===== src/rtl/hazard_stall_ctrl.sv =====
// Hazard and stall controller for the IF/ID register, PC enable and ID/EX bubble mux.
// Define STALL_PERF_CNT_EN to build the saturating stall-cycle performance counter.
module hazard_stall_ctrl #(
    parameter int MD_LATENCY  = 4,
    parameter int STALL_CNT_W = 16
) (
    input  logic                   clk,
    input  logic                   rst,
    input  logic                   ID_EX_MemRead,
    input  logic [4:0]             ID_EX_Rt,
    input  logic [4:0]             IF_ID_Rs,
    input  logic [4:0]             IF_ID_Rt,
    input  logic                   Branch_Taken,
    input  logic                   MD_Start,
    output logic                   IF_ID_Write,
    output logic                   PC_Write,
    output logic                   Control_Bubble,
    output logic                   IF_ID_Flush,
    output logic                   MD_Busy,
    output logic [STALL_CNT_W-1:0] Stall_Count
);

    typedef enum logic {RUN, MD_WAIT} state_t;

    localparam logic [3:0] MD_RELOAD = 4'(MD_LATENCY - 1);

    state_t     state, state_nxt;
    logic [3:0] md_cnt, md_cnt_nxt;
    logic       load_use;

    // Register $zero is never a real dependency, so it cannot cause a stall.
    assign load_use = ID_EX_MemRead && (ID_EX_Rt != 5'd0) &&
                      ((ID_EX_Rt == IF_ID_Rs) || (ID_EX_Rt == IF_ID_Rt));

    always_ff @(posedge clk or posedge rst) begin
        if (rst) begin
            state  <= RUN;
            md_cnt <= 4'd0;
        end else begin
            state  <= state_nxt;
            md_cnt <= md_cnt_nxt;
        end
    end

    always_comb begin
        state_nxt  = state;
        md_cnt_nxt = md_cnt;
        case (state)
            RUN: begin
                if (!load_use && !Branch_Taken && MD_Start) begin
                    state_nxt  = MD_WAIT;
                    md_cnt_nxt = MD_RELOAD;
                end
            end
            MD_WAIT: begin
                if (md_cnt == 4'd0) begin
                    state_nxt = RUN;
                end else begin
                    md_cnt_nxt = md_cnt - 4'd1;
                end
            end
            default: begin
                state_nxt  = RUN;
                md_cnt_nxt = 4'd0;
            end
        endcase
    end

    // Reset holds the front end frozen; otherwise priority is load-use, branch, advance.
    always_comb begin
        IF_ID_Write    = 1'b0;
        PC_Write       = 1'b1;
        Control_Bubble = 1'b0;
        IF_ID_Flush    = 1'b0;
        MD_Busy        = 1'b0;
        if (rst) begin
            IF_ID_Write    = 1'b1;
            PC_Write       = 1'b0;
            Control_Bubble = 1'b1;
        end else begin
            case (state)
                RUN: begin
                    if (load_use) begin
                        IF_ID_Write    = 1'b1;
                        PC_Write       = 1'b0;
                        Control_Bubble = 1'b1;
                    end else if (Branch_Taken) begin
                        IF_ID_Flush = 1'b1;
                    end
                end
                MD_WAIT: begin
                    IF_ID_Write    = 1'b1;
                    PC_Write       = 1'b0;
                    Control_Bubble = 1'b1;
                    MD_Busy        = 1'b1;
                end
                default: begin
                    IF_ID_Write    = 1'b1;
                    PC_Write       = 1'b0;
                    Control_Bubble = 1'b1;
                end
            endcase
        end
    end

`ifdef STALL_PERF_CNT_EN
    logic [STALL_CNT_W-1:0] stall_cnt;

    always_ff @(posedge clk or posedge rst) begin
        if (rst) begin
            stall_cnt <= '0;
        end else if (IF_ID_Write && (stall_cnt != {STALL_CNT_W{1'b1}})) begin
            stall_cnt <= stall_cnt + 1'b1;
        end
    end

    assign Stall_Count = stall_cnt;
`else
    assign Stall_Count = '0;
`endif

endmodule

===== config.mk =====
export PLATFORM = sky130hd
export DESIGN_NAME = hazard_stall_ctrl
export DESIGN_NICKNAME = d
export VERILOG_FILES = /design/src/rtl/hazard_stall_ctrl.sv
export SDC_FILE = /design/constraint.sdc
export NUM_CORES = 1
export LEC_CHECK = 0
export ABC_AREA = 0
export CAP_MARGIN = 20
export CELL_PAD_IN_SITES_DETAIL_PLACEMENT = 2
export CELL_PAD_IN_SITES_GLOBAL_PLACEMENT = 2
export CORE_AREA = 5 5 65 67
export CTS_BUF_LIST = sky130_fd_sc_hd__clkbuf_8
export CTS_CLUSTER_SIZE = 8
export DETAILED_ROUTE_END_ITERATION = 10
export DIE_AREA = 0 0 70 72
export PLACE_DENSITY = 0.86
export SLEW_MARGIN = 5
export SYNTH_ARGS = -nofsm -noshare
export SYNTH_HDL_FRONTEND = slang
export SYNTH_SLANG_ARGS = --single-unit

===== constraint.sdc =====
create_clock -name clk -period 3.1 [get_ports clk]
set_input_delay 0.62 -clock clk [delete_from_list [all_inputs] [get_ports clk]]
set_output_delay 0.62 -clock clk [all_outputs]
set_load 0.05 [all_outputs]

==> results.py <==
metrics = {
    "pwr": {
        "seqPwrFrac_pct": 23.0,
        "total_power_uw": 635,
        "powerDensity_nw_per_um2": 680,
        "ir_drop_uv": 288,
        "p_leak_nw": 0.398,
        "swShare_pct": 47.8,
        "intPower_uw": 331,
        "combPwrFrac_pct": 58.4,
        "p_sw_uw": 304,
        "p_clk_share_pct": 18.7,
    },
    "global_route": {
        "grt_max_degree": 11,
        "grt_pass1_vias": 709,
        "grt_pass1_wl_mm": 3.07,
        "antenna_found_initial": 0,
        "track_usage_pct": 7.63,
        "overflow": 0,
    },
    "placement": {
        "globalplace.congestion": 0.751,
        "placed_area_sq_um": 862,
        "hpwl_mm": 1.62,
        "port_buffers": 24,
    },
    "logic_synthesis": {
        "synth_compound_area_share_pct": 16.6,
        "yosys.area.top_type": "buf_4",
        "synth_area_leaders": "buf_4 (22%), dfrtp_1 (22%), xnor2_1 (15%), inv_1 (3.9%), o21ai_0 (3.5%)",
        "synth-xor-area-share_pct": 15.3,
        "ys_seq_elements": 5,
        "synth.distinct_cells": 26,
        "synthCells": 73,
        "synth_fa_ha_area_share_pct": 2.18,
        "postSynthAreaPerCell_sq_um": 7.85,
        "synthesis.area_sq_um": 573,
        "yosysSeqAreaShare_pct": 21.8,
        "ys_warn_count": 0,
        "synthMuxAreaShare_pct": 0,
        "synth-simple-area-share_pct": 16.6,
        "synth_top_area_share_pct": 22.3,
        "synth_top_family_by_area": "buffers and inverters",
    },
    "route": {
        "drt_wl_total_mm": 1.83,
        "drc_errors": 0,
        "ant_nets": 0,
        "via_per_inst": 3.69,
        "routedWlPerCell_microns": 12.1,
        "drtIter0Drc": 2,
        "drtPass1Iterations": 2,
        "vias": 557,
    },
    "clock_network": {
        "cts_hold_buf": 0,
        "cts_setup_buffers": 0,
        "clock-root-buffer": "clkbuf_8",
        "h-tree-depth": 1,
        "clk_pin_slew_ps": 30,
        "cts_sinks": 5,
        "insertion_delay_ps": 220,
        "cts.path.max_buffers": 2,
        "tritoncts": "done",
        "cts_buffers": 3,
    },
    "critical_path": {
        "path_max_fanout": 3,
        "crit_required_ps": 2480,
        "critPathKind": "in2out",
        "cp-start-kind": "input pin",
        "path_cells": "clkdlybuf4s50_1, or4_1, o21a_1, and2_4, or3_4, buf_6",
        "critical_path.top_delay_family": "simple AND/OR/NAND/NOR gates",
        "crit_buf_inv": 2,
        "worst_ep_arrival_time_ps": 2430,
        "ff2ff_setup_slack_ps": 1290,
        "cp-end-kind": "output pin",
        "slowest_delay_ps": 500,
        "cp_slowest_cell": "or4_1",
    },
    "min_path": {
        "hp-class": "reg2reg",
    },
    "final_layout": {
        "fill_cells": 423,
        "utilization_pct": 26.1,
        "syn_to_final_growth_pct": 62.9,
        "multi_input_area_sq_um": 382,
        "final_nets": 125,
        "drive_gt1_share_pct": 15.5,
        "ff_latch_area_sq_um": 125,
        "antenna_cells": 0,
        "design_area_sq_um": 933,
    },
    "timing": {
        "slew_violations": 0,
        "period_minus_slack_ps": 3050,
        "rsz0062_at_grt": "yes",
        "finClkSkew_ps": 3.47,
        "worst_slew_pin_slew_ps": 616,
        "max_slew_margin_pct": 58.5,
        "final_hold_viol_count": 0,
        "max_freq_mhz": 328,
        "fin_crit_sh_pct": 98.4,
        "setup_violations": 0,
    },
    "floorplanning": {
        "die_x_microns": 70,
        "start_util_pct": 16.0,
        "io_pins": 41,
        "die_area_sq_um": 5040,
        "fp.coreArea_sq_um": 3580,
        "die_h_microns": 72,
        "rows": 22,
    },
    "outcome": {
        "outcome": "finished, final reports clean",
    },
    "flow_run": {
        "maxCapViolCount": 0,
    },
}
## cell families (layout without fill, tap and decap cells)
logic type,after synthesis,count (layout)
buffers and inverters,24,39
AOI/OAI and AO/OA,15,15
and+or+nand+nor,17,17
DFF,5,5
other,1,16
xor gates and xnor gates,10,10
adders and majority gates,1,1
## cell usage after synthesis
library cell	instances
a311oi_1	1
conb_1	1
nor2_1	2
ha_1	1
nand2_1	3
nand2b_1	2
nor4b_1	1
xnor2_1	10
o21ai_0	4
o22ai_1	1
dfrtp_1	5
a31oi_1	2
nand3_1	2
o21a_1	2
clkbuf_1	1
inv_1	6
or3_1	2
nor3_1	2
a21o_1	1
nor2b_1	1
and2_4	1
a21oi_1	2
buf_4	17
o211ai_1	1
o31ai_1	1
or4_1	1
## layout make-up
type | count | share of cell area [%]
clock buffers | 3 | 4.42
clock inverters | 1 | 0.402
flip-flops and latches | 5 | 13.4
repair buffers | 29 | 32.0
well taps | 48 | 6.43
inverters | 6 | 2.41
multi-input cells | 59 | 40.9
## path summary, 6_finish.rpt
kind | depth (start not counted) | start | end
min reg2reg | 1 | md_cnt[0]$_DFFE_PP0P_ | md_cnt[0]$_DFFE_PP0P_
min in group asynchronous | 2 | rst | md_cnt[3]$_DFFE_PP0P_
min | 1 | md_cnt[0]$_DFFE_PP0P_ | md_cnt[0]$_DFFE_PP0P_
max reg2reg | 7 | md_cnt[1]$_DFFE_PP0P_ | md_cnt[0]$_DFFE_PP0P_
max | 6 | ID_EX_Rt[2] | IF_ID_Write
max in group asynchronous | 2 | rst | md_cnt[0]$_DFFE_PP0P_
## repair_timing
action / CTS / global route
resized for setup: 1 / 5
cloned: 0 / 0
setup endpoints to repair: 4 / 3
hold endpoints to repair: 0 / 0
## worst reg2reg max path, cell delays in order, from the launching register on
cell      delay [ps]
dfrtp_1          380
inv_1            100
ha_1             180
nand2b_1          70
o21ai_0          500
o21a_1           230
a311oi_1          50
a21o_1           170
## power by group through the flow
stage	logic, mW	registers, mW	clock network (mW)
after detailed placement	0.360	0.142	0
after CTS	0.362	0.141	0.124
after floorplan	0.278	0.112	0
after global placement	0.337	0.134	0
after global routing	0.408	0.153	0.129
final	0.370	0.146	0.119
## flip-flops by register name, indices dropped and copies added (netlist names)
signal	count
state	1
md_cnt	4
## stage by stage
step	setup TNS, ps	std cells	setup WS (ps)	hold WS, ps
floorplan	0	88	59.0	399
global placement	-98.5	147	-37.8	527
detailed placement	-347	147	-113	546
CTS	-10.7	151	-6.73	554
global route	-2.56	151	-2.56	592
finish	0	151	48.3	549
## layout by cell type, fill, tap and decap left out
master | netlist | final
a21o_1 | 1 | 1
a21oi_1 | 2 | 2
a311oi_1 | 1 | 1
a31oi_1 | 2 | 2
and2_4 | 1 | 1
buf_12 | 0 | 2
buf_4 | 17 | 5
buf_6 | 0 | 2
clkbuf_8 | 0 | 3
clkdlybuf4s50_1 | 0 | 19
conb_1 | 1 | 16
dfrtp_1 | 5 | 5
dlygate4sd2_1 | 0 | 1
ha_1 | 1 | 1
inv_1 | 6 | 7
nand2_1 | 3 | 3
nand2b_1 | 2 | 2
nand3_1 | 2 | 2
nor2_1 | 2 | 2
nor2b_1 | 1 | 1
nor3_1 | 2 | 1
nor3_4 | 0 | 1
nor4b_4 | 0 | 1
o211ai_1 | 1 | 1
o21a_1 | 2 | 2
o21ai_0 | 4 | 4
o22ai_1 | 1 | 1
o31ai_1 | 1 | 1
or3_1 | 2 | 1
or3_4 | 0 | 1
or4_1 | 1 | 1
xnor2_1 | 10 | 10
## layer usage
metal	up-vias	share of wire [%]	GRT usage, %
met3	0	6.2	2.77
met2	28	57	14.8
met4	0	0	1.91
met5	-	0	0
li1	270	-	-
met1	259	37	7.74
Note: power is estimated with default switching activity, not from simulation.
